### src/rtl/serial_subtractor.sv
// Bit-serial subtractor: diff = a - b - bin, one full-subtractor stage reused LSB first.
// Result registers update only on the completion edge; latency WIDTH+1 edges from start.
module serial_subtractor #(
    parameter int WIDTH = 4
) (
    input  logic             clk,
    input  logic             reset_n,
    input  logic             start,
    input  logic [WIDTH-1:0] a,
    input  logic [WIDTH-1:0] b,
    input  logic             bin,
    output logic             busy,
    output logic             done,
    output logic [WIDTH-1:0] diff,
    output logic             bout,
    output logic             ovf
);

    typedef enum logic [1:0] {
        IDLE,
        RUN,
        DONE
    } state_t;

    localparam int CW = $clog2(WIDTH) + 1;
    localparam logic [CW-1:0] LAST = CW'(WIDTH - 1);

    state_t           state, state_next;
    logic             load;
    logic [WIDTH-1:0] a_sr, b_sr, d_sr;
    logic [CW-1:0]    cnt;
    logic             br, br_next;
    logic             x, y, d;

    // One full-subtractor slice, fed from the low ends of the shift registers.
    assign x       = a_sr[0];
    assign y       = b_sr[0];
    assign d       = x ^ y ^ br;
    assign br_next = (~x & y) | (~(x ^ y) & br);

    assign busy = (state == RUN);
    assign done = (state == DONE);

    // NOTE: every signal written here gets a default first so no latch is inferred.
    always_comb begin
        state_next = state;
        load       = 1'b0;
        unique case (state)
            IDLE: begin
                if (start) begin
                    load       = 1'b1;
                    state_next = RUN;
                end
            end
            RUN: begin
                if (cnt == LAST) state_next = DONE;
            end
            DONE: begin
                if (start) begin
                    load       = 1'b1;
                    state_next = RUN;
                end else begin
                    state_next = IDLE;
                end
            end
            default: state_next = IDLE;
        endcase
    end

    // NOTE: sequential state uses non-blocking assignments so every register samples pre-edge values.
    always_ff @(posedge clk or negedge reset_n) begin
        if (!reset_n) begin
            state <= IDLE;
        end else begin
            state <= state_next;
        end
    end

    always_ff @(posedge clk or negedge reset_n) begin
        if (!reset_n) begin
            a_sr <= '0;
            b_sr <= '0;
            d_sr <= '0;
            br   <= 1'b0;
            cnt  <= '0;
            diff <= '0;
            bout <= 1'b0;
            ovf  <= 1'b0;
        end else if (load) begin
            a_sr <= a;
            b_sr <= b;
            d_sr <= '0;
            br   <= bin;
            cnt  <= '0;
        end else if (state == RUN) begin
            a_sr <= {1'b0, a_sr[WIDTH-1:1]};
            b_sr <= {1'b0, b_sr[WIDTH-1:1]};
            d_sr <= {d, d_sr[WIDTH-1:1]};
            br   <= br_next;
            cnt  <= cnt + CW'(1);
            if (cnt == LAST) begin
                diff <= {d, d_sr[WIDTH-1:1]};
                bout <= br_next;
                // During the MSB stage br still holds the borrow into the MSB.
                ovf  <= br ^ br_next;
            end
        end
    end

endmodule

### config.mk
export PLATFORM = sky130hd
export DESIGN_NAME = serial_subtractor
export DESIGN_NICKNAME = d
export VERILOG_FILES = /design/src/rtl/serial_subtractor.sv
export SDC_FILE = /design/constraint.sdc
export NUM_CORES = 1
export LEC_CHECK = 0
export BUFFER_PORTS_ARGS = -buffer_cell sky130_fd_sc_hd__clkbuf_2
export CORE_UTILIZATION = 50
export CTS_CLUSTER_SIZE = 30
export DETAILED_ROUTE_END_ITERATION = 6
export PLACE_DENSITY = 0.73
export SLEW_MARGIN = 20
export SYNTH_ARGS = -nofsm -noshare
export SYNTH_HDL_FRONTEND = slang
export SYNTH_SLANG_ARGS = --single-unit
export TNS_END_PERCENT = 100
### constraint.sdc
create_clock -name clk -period 1.6 [get_ports clk]
set_input_delay 0.24 -clock clk [delete_from_list [all_inputs] [get_ports clk]]
set_output_delay 0.24 -clock clk [all_outputs]
set_load 0.01 [all_outputs]
After elaboration in Yosys (flattened, before gate mapping) --
Cells that the tools add are included.
Word-level totals: register bits 24, input port bits 12, output and inout port bits 8, logic and storage cells 45
Cells by class: $add $sub $neg 1, equality and inequality tests 5, muxes and demuxes 16, bitwise logic cells 9, reductions and logical operators 5
Operators with widths (count):
- 4-bit two-way mux | 6
- 3-bit two-way mux | 2
- 2-bit case mux with 3 select lines | 1
- 1-bit two-way mux | 5
- 2-bit two-way mux | 2
- 3-bit by 1-bit adder with 3-bit output (second input constant) | 1
- 3-bit by 2-bit == test with 1-bit output (second input constant) | 1
- 1-bit NOT | 3
- 3-bit AND reduction | 1
- 1-bit bitwise XOR | 3
- 1-bit AND | 2
- 2-bit by 1-bit == test with 1-bit output (second input constant) | 1
- 2-bit == test (second input constant) | 1
- 2-bit zero test | 1
- 2-bit by 1-bit != test with 1-bit output (second input constant) | 1
- 2-bit != test (second input constant) | 1
- 2-bit AND reduction | 1
- 2-bit nonzero test | 1
- 2-bit OR reduction | 1
- 1-bit bitwise OR | 1

Longest topological paths before layout --
word-level depth 6, mapped depth 5, depth with buffers taken out 5

Worst setup path before layout --
Ideal clock, no wire load.
path kind register -> register, from register cnt[0], to register diff[0], library setup time 0.125 ns, arrival 1.224 ns, data required time 1.475 ns, path slack 0.251 ns, cell stages (with the launch flop) 5, buffers on the path 0, period minus slack after synthesis 1.349 ns, cells stage by stage dfrtp_1 -> ha_1 -> ha_1 -> nand3b_4 -> mux2_2
Between the ends: cells in the longest elaborated chain, start to end 2
Ends and longest elaborated chain:
- from (decl) | line 31 | logic [CW-1:0] cnt;
- from (signal assigned) | line 100 | cnt <= cnt + CW'(1);
- 3-bit by 2-bit == test with 1-bit output | line 101 | if (cnt == LAST) begin
- 3-bit AND reduction (no line)
- to (signal assigned) | line 102 | diff <= {d, d_sr[WIDTH-1:1]};
- to (decl) | line 14 | output logic [WIDTH-1:0] diff,
No other way between the ends. A chain may end at the register's enable or synchronous reset.

Final worst setup path --
from register state[1], to output port busy
Between the ends: cells in the longest elaborated chain, start to end 1
Ends and longest elaborated chain:
- from (decl) | line 28 | state_t state, state_next;
- from (signal assigned) | line 75 | state <= state_next;
- 2-bit by 1-bit == test with 1-bit output | line 41 | assign busy = (state == RUN);
- to (decl) | line 12 | output logic busy,
No other way between the ends.

==> results_dict.tcl <==
set metrics [dict create \
    crit_path_end "busy" \
    cp.required_ns 1.36 \
    grt_use_total_pct 18.3 \
    htree_levels 1 \
    tightest_slew_ns 0.552 \
    power_density_nw_per_um2 1930 \
    fin_skew_ns 0.00256 \
    worstRegToRegCells 4 \
    finalSetupViolCount 0 \
    crit_slowest_cell "dfrtp_2" \
    cp.depth 3 \
    cp.arrival_ns 1.28 \
    critPathLaunchType "flop" \
    area_growth_syn_to_layout_pct 18.2 \
    final_area_um2 1280 \
    drc 0 \
    synth.distinct_cells 27 \
    diodes 0 \
    drv_slew 0 \
    crit_path_start "state[1]$_DFFE_PN0P_" \
    clock.fmax_mhz 657 \
    clk_latency_ns 0.31 \
    cts_tree "done" \
    tns_ns 0 \
    final_cells 147 \
    crit_path_max_fanout 6 \
    cp_top_family "flip-flops" \
    detail-route-antenna-nets 0 \
    yosysWarnings 0 \
    hold_path_class "in2reg" \
    slew_headroom_pct 63.2 \
    rr_endpoint "diff[3]$_DFFE_PN0P_" \
    seq_area_frac_synth_pct 53.0 \
    yosysMostFrequentCell "dfrtp_1" \
    ys_async_sr_fraction_pct 100 \
    fin_crit_sh_pct 95.1 \
    synthCells 91 \
    hpwlAfterDp_um 1430 \
    wl_per_cell_um 13.3 \
    grt_use_met3_pct 3.14 \
    placed_area_um2 1200 \
    io_pins 20 \
    synth_edf_count 0 \
    outcome "finished, final reports clean" \
    fin_nets 136 \
    initial_utilization_pct 54.3 \
    grt_max_degree 24 \
    clockBufferDepth 2 \
    end_kind "output port" \
    grt_pass1_vias 721 \
    cts_made_buffers 3 \
    avgSynthCellArea_um2 11.9 \
    vdd_ir_drop_max_uv 1030 \
    syn_nets 106 \
    yosys-top-cells-area "dfrtp_1, mux2_2, a22o_1" \
    cp.buffers_inverters 2 \
    die_w_um 48.6 \
    fin_util_pct 64.1 \
    port_buffers 19 \
    drt_first_pass_iters 4 \
    grt_overflow_total 0 \
    grt_use_met2_pct 30.8 \
    finalHoldViolCount 0 \
    wl_um 1960 \
    p_leak_nw 0.657 \
    antenna_found_initial 0 \
    yosys_register_bits 23 \
    dr_total_vias 752 \
    rows 16 \
    synth.largest_area_cell "dfrtp_1" \
    grt_pass1_wl_um 3250 \
    synth_area_um2 1090 \
    place_congestion 0.762 \
    clk_pin_slew_ns 0.12 \
    core-area_um2 2000 \
    grt_use_met1_pct 23.3 \
    clock-root-buffer "clkbuf_4" \
    crit_chain "nand2b_2, inv_2, clkbuf_2" \
    die-area_um2 2360 \
    dp.cells 136 \
    layout-drive-gt1-share_pct 38.3 \
    max_stage_delay_ns 0.48 \
    synthDominantCellAreaShare_pct 53.0 \
    r2r-start "cnt[0]$_DFFE_PN0P_" \
    die_h_um 48.6 \
    viasPerCell 5.12 \
    synth_flop_cell "dfrtp_1" \
    busiest_layer "met2" \
    hold_ws_ns 0.141 \
    r2r_slack_ns 0.17 \
    clock_sinks 23 \
    critPathKind "reg2out" \
    synth.top_cells.by_count "dfrtp_1, inv_1, a21oi_1" \
    min_period_ns 1.52 \
    maxCapViolations 0 \
    drtIter0Drc 3 \
]
cells by family after synthesis:
kind of cell,count (synthesis),share of synthesized area [%]
compound gates,27,16.7
simple gates,13,7.95
mux,10,10.7
flops,23,53.0
fa+ha+maj,3,4.15
xor+xnor,1,0.807
buf+inv,14,6.68
layout make-up:
cell class                 instances  area (um^2)
inverter                          10         37.5
tap                               27         33.8
sequential                        23          578
multi-input combinational         54          438
fill                             177          718
clock buffer                       4         26.3
timing repair buffer              29          170
sequential cells by signal, summed over array words and instances (netlist names):
| name | count |
|---|---|
| state | 2 |
| diff | 4 |
| ovf | 1 |
| d_sr | 3 |
| b_sr | 4 |
| cnt | 3 |
| br | 1 |
| a_sr | 4 |
| bout | 1 |
layer usage:
layer / vias to the layer above / routed length, um
met5: - / 0
met4: 0 / 31
met3: 3 / 56
met2: 15 / 989
met1: 359 / 877
li1: 375 / -
cells in the final DEF (no fill, tap or decap), types with 2 or more instances in the layout:
cell type	netlist	routed
dfrtp_1	23	21
clkbuf_2	0	20
inv_1	9	9
a21oi_1	8	8
buf_4	1	8
mux2_2	5	5
a22o_1	5	5
o21ai_0	5	5
nor2b_1	4	4
o22ai_1	4	4
mux2i_1	3	3
a211oi_1	3	3
nand2_1	3	3
clkbuf_4	0	3
mux2_4	2	2
ha_1	2	2
dfrtp_2	0	2
worst min-delay path by stage:
| stage | start | end | slack (ns) | cells after the start |
|---|---|---|---|---|
| 6_report | b[3] | b_sr[3]$_DFFE_PN0P_ | 0.14 | 2 |
| 3_5_place_dp | reset_n | d_sr[1]$_DFFE_PN0P_ | 0.26 | 1 |
| 3_3_place_gp | reset_n | d_sr[1]$_DFFE_PN0P_ | 0.25 | 1 |
| 2_1_floorplan | reset_n | a_sr[0]$_DFFE_PN0P_ | -0.06 | 0 |
| 5_1_grt | b[3] | b_sr[3]$_DFFE_PN0P_ | 0.13 | 2 |
| 4_1_cts | b[3] | b_sr[3]$_DFFE_PN0P_ | 0.15 | 2 |
metrics by stage:
step           setup WS [ns]  total power, W
2_1_floorplan          0.251         0.00188
3_3_place_gp           0.216         0.00211
3_5_place_dp           0.170         0.00217
4_1_cts              0.00797         0.00243
5_1_grt             -0.00157         0.00271
6_report              0.0783         0.00248
power breakdown:
part | internal, W | switching, W
Combinational | 0.000626 | 0.000540
Sequential | 0.000852 | 0.000196
Clock | 0.0000975 | 0.000172
what timing repair did:
| item | CTS | global route |
|---|---|---|
| endpoints found under the hold margin | 23 | 0 |
| hold buffers | 1 | 0 |
| setup buffers | 0 | 6 |
| endpoints found under the setup margin | 2 | 2 |
| gates resized for setup | 2 | 0 |
(Power assumes the default switching activity.)
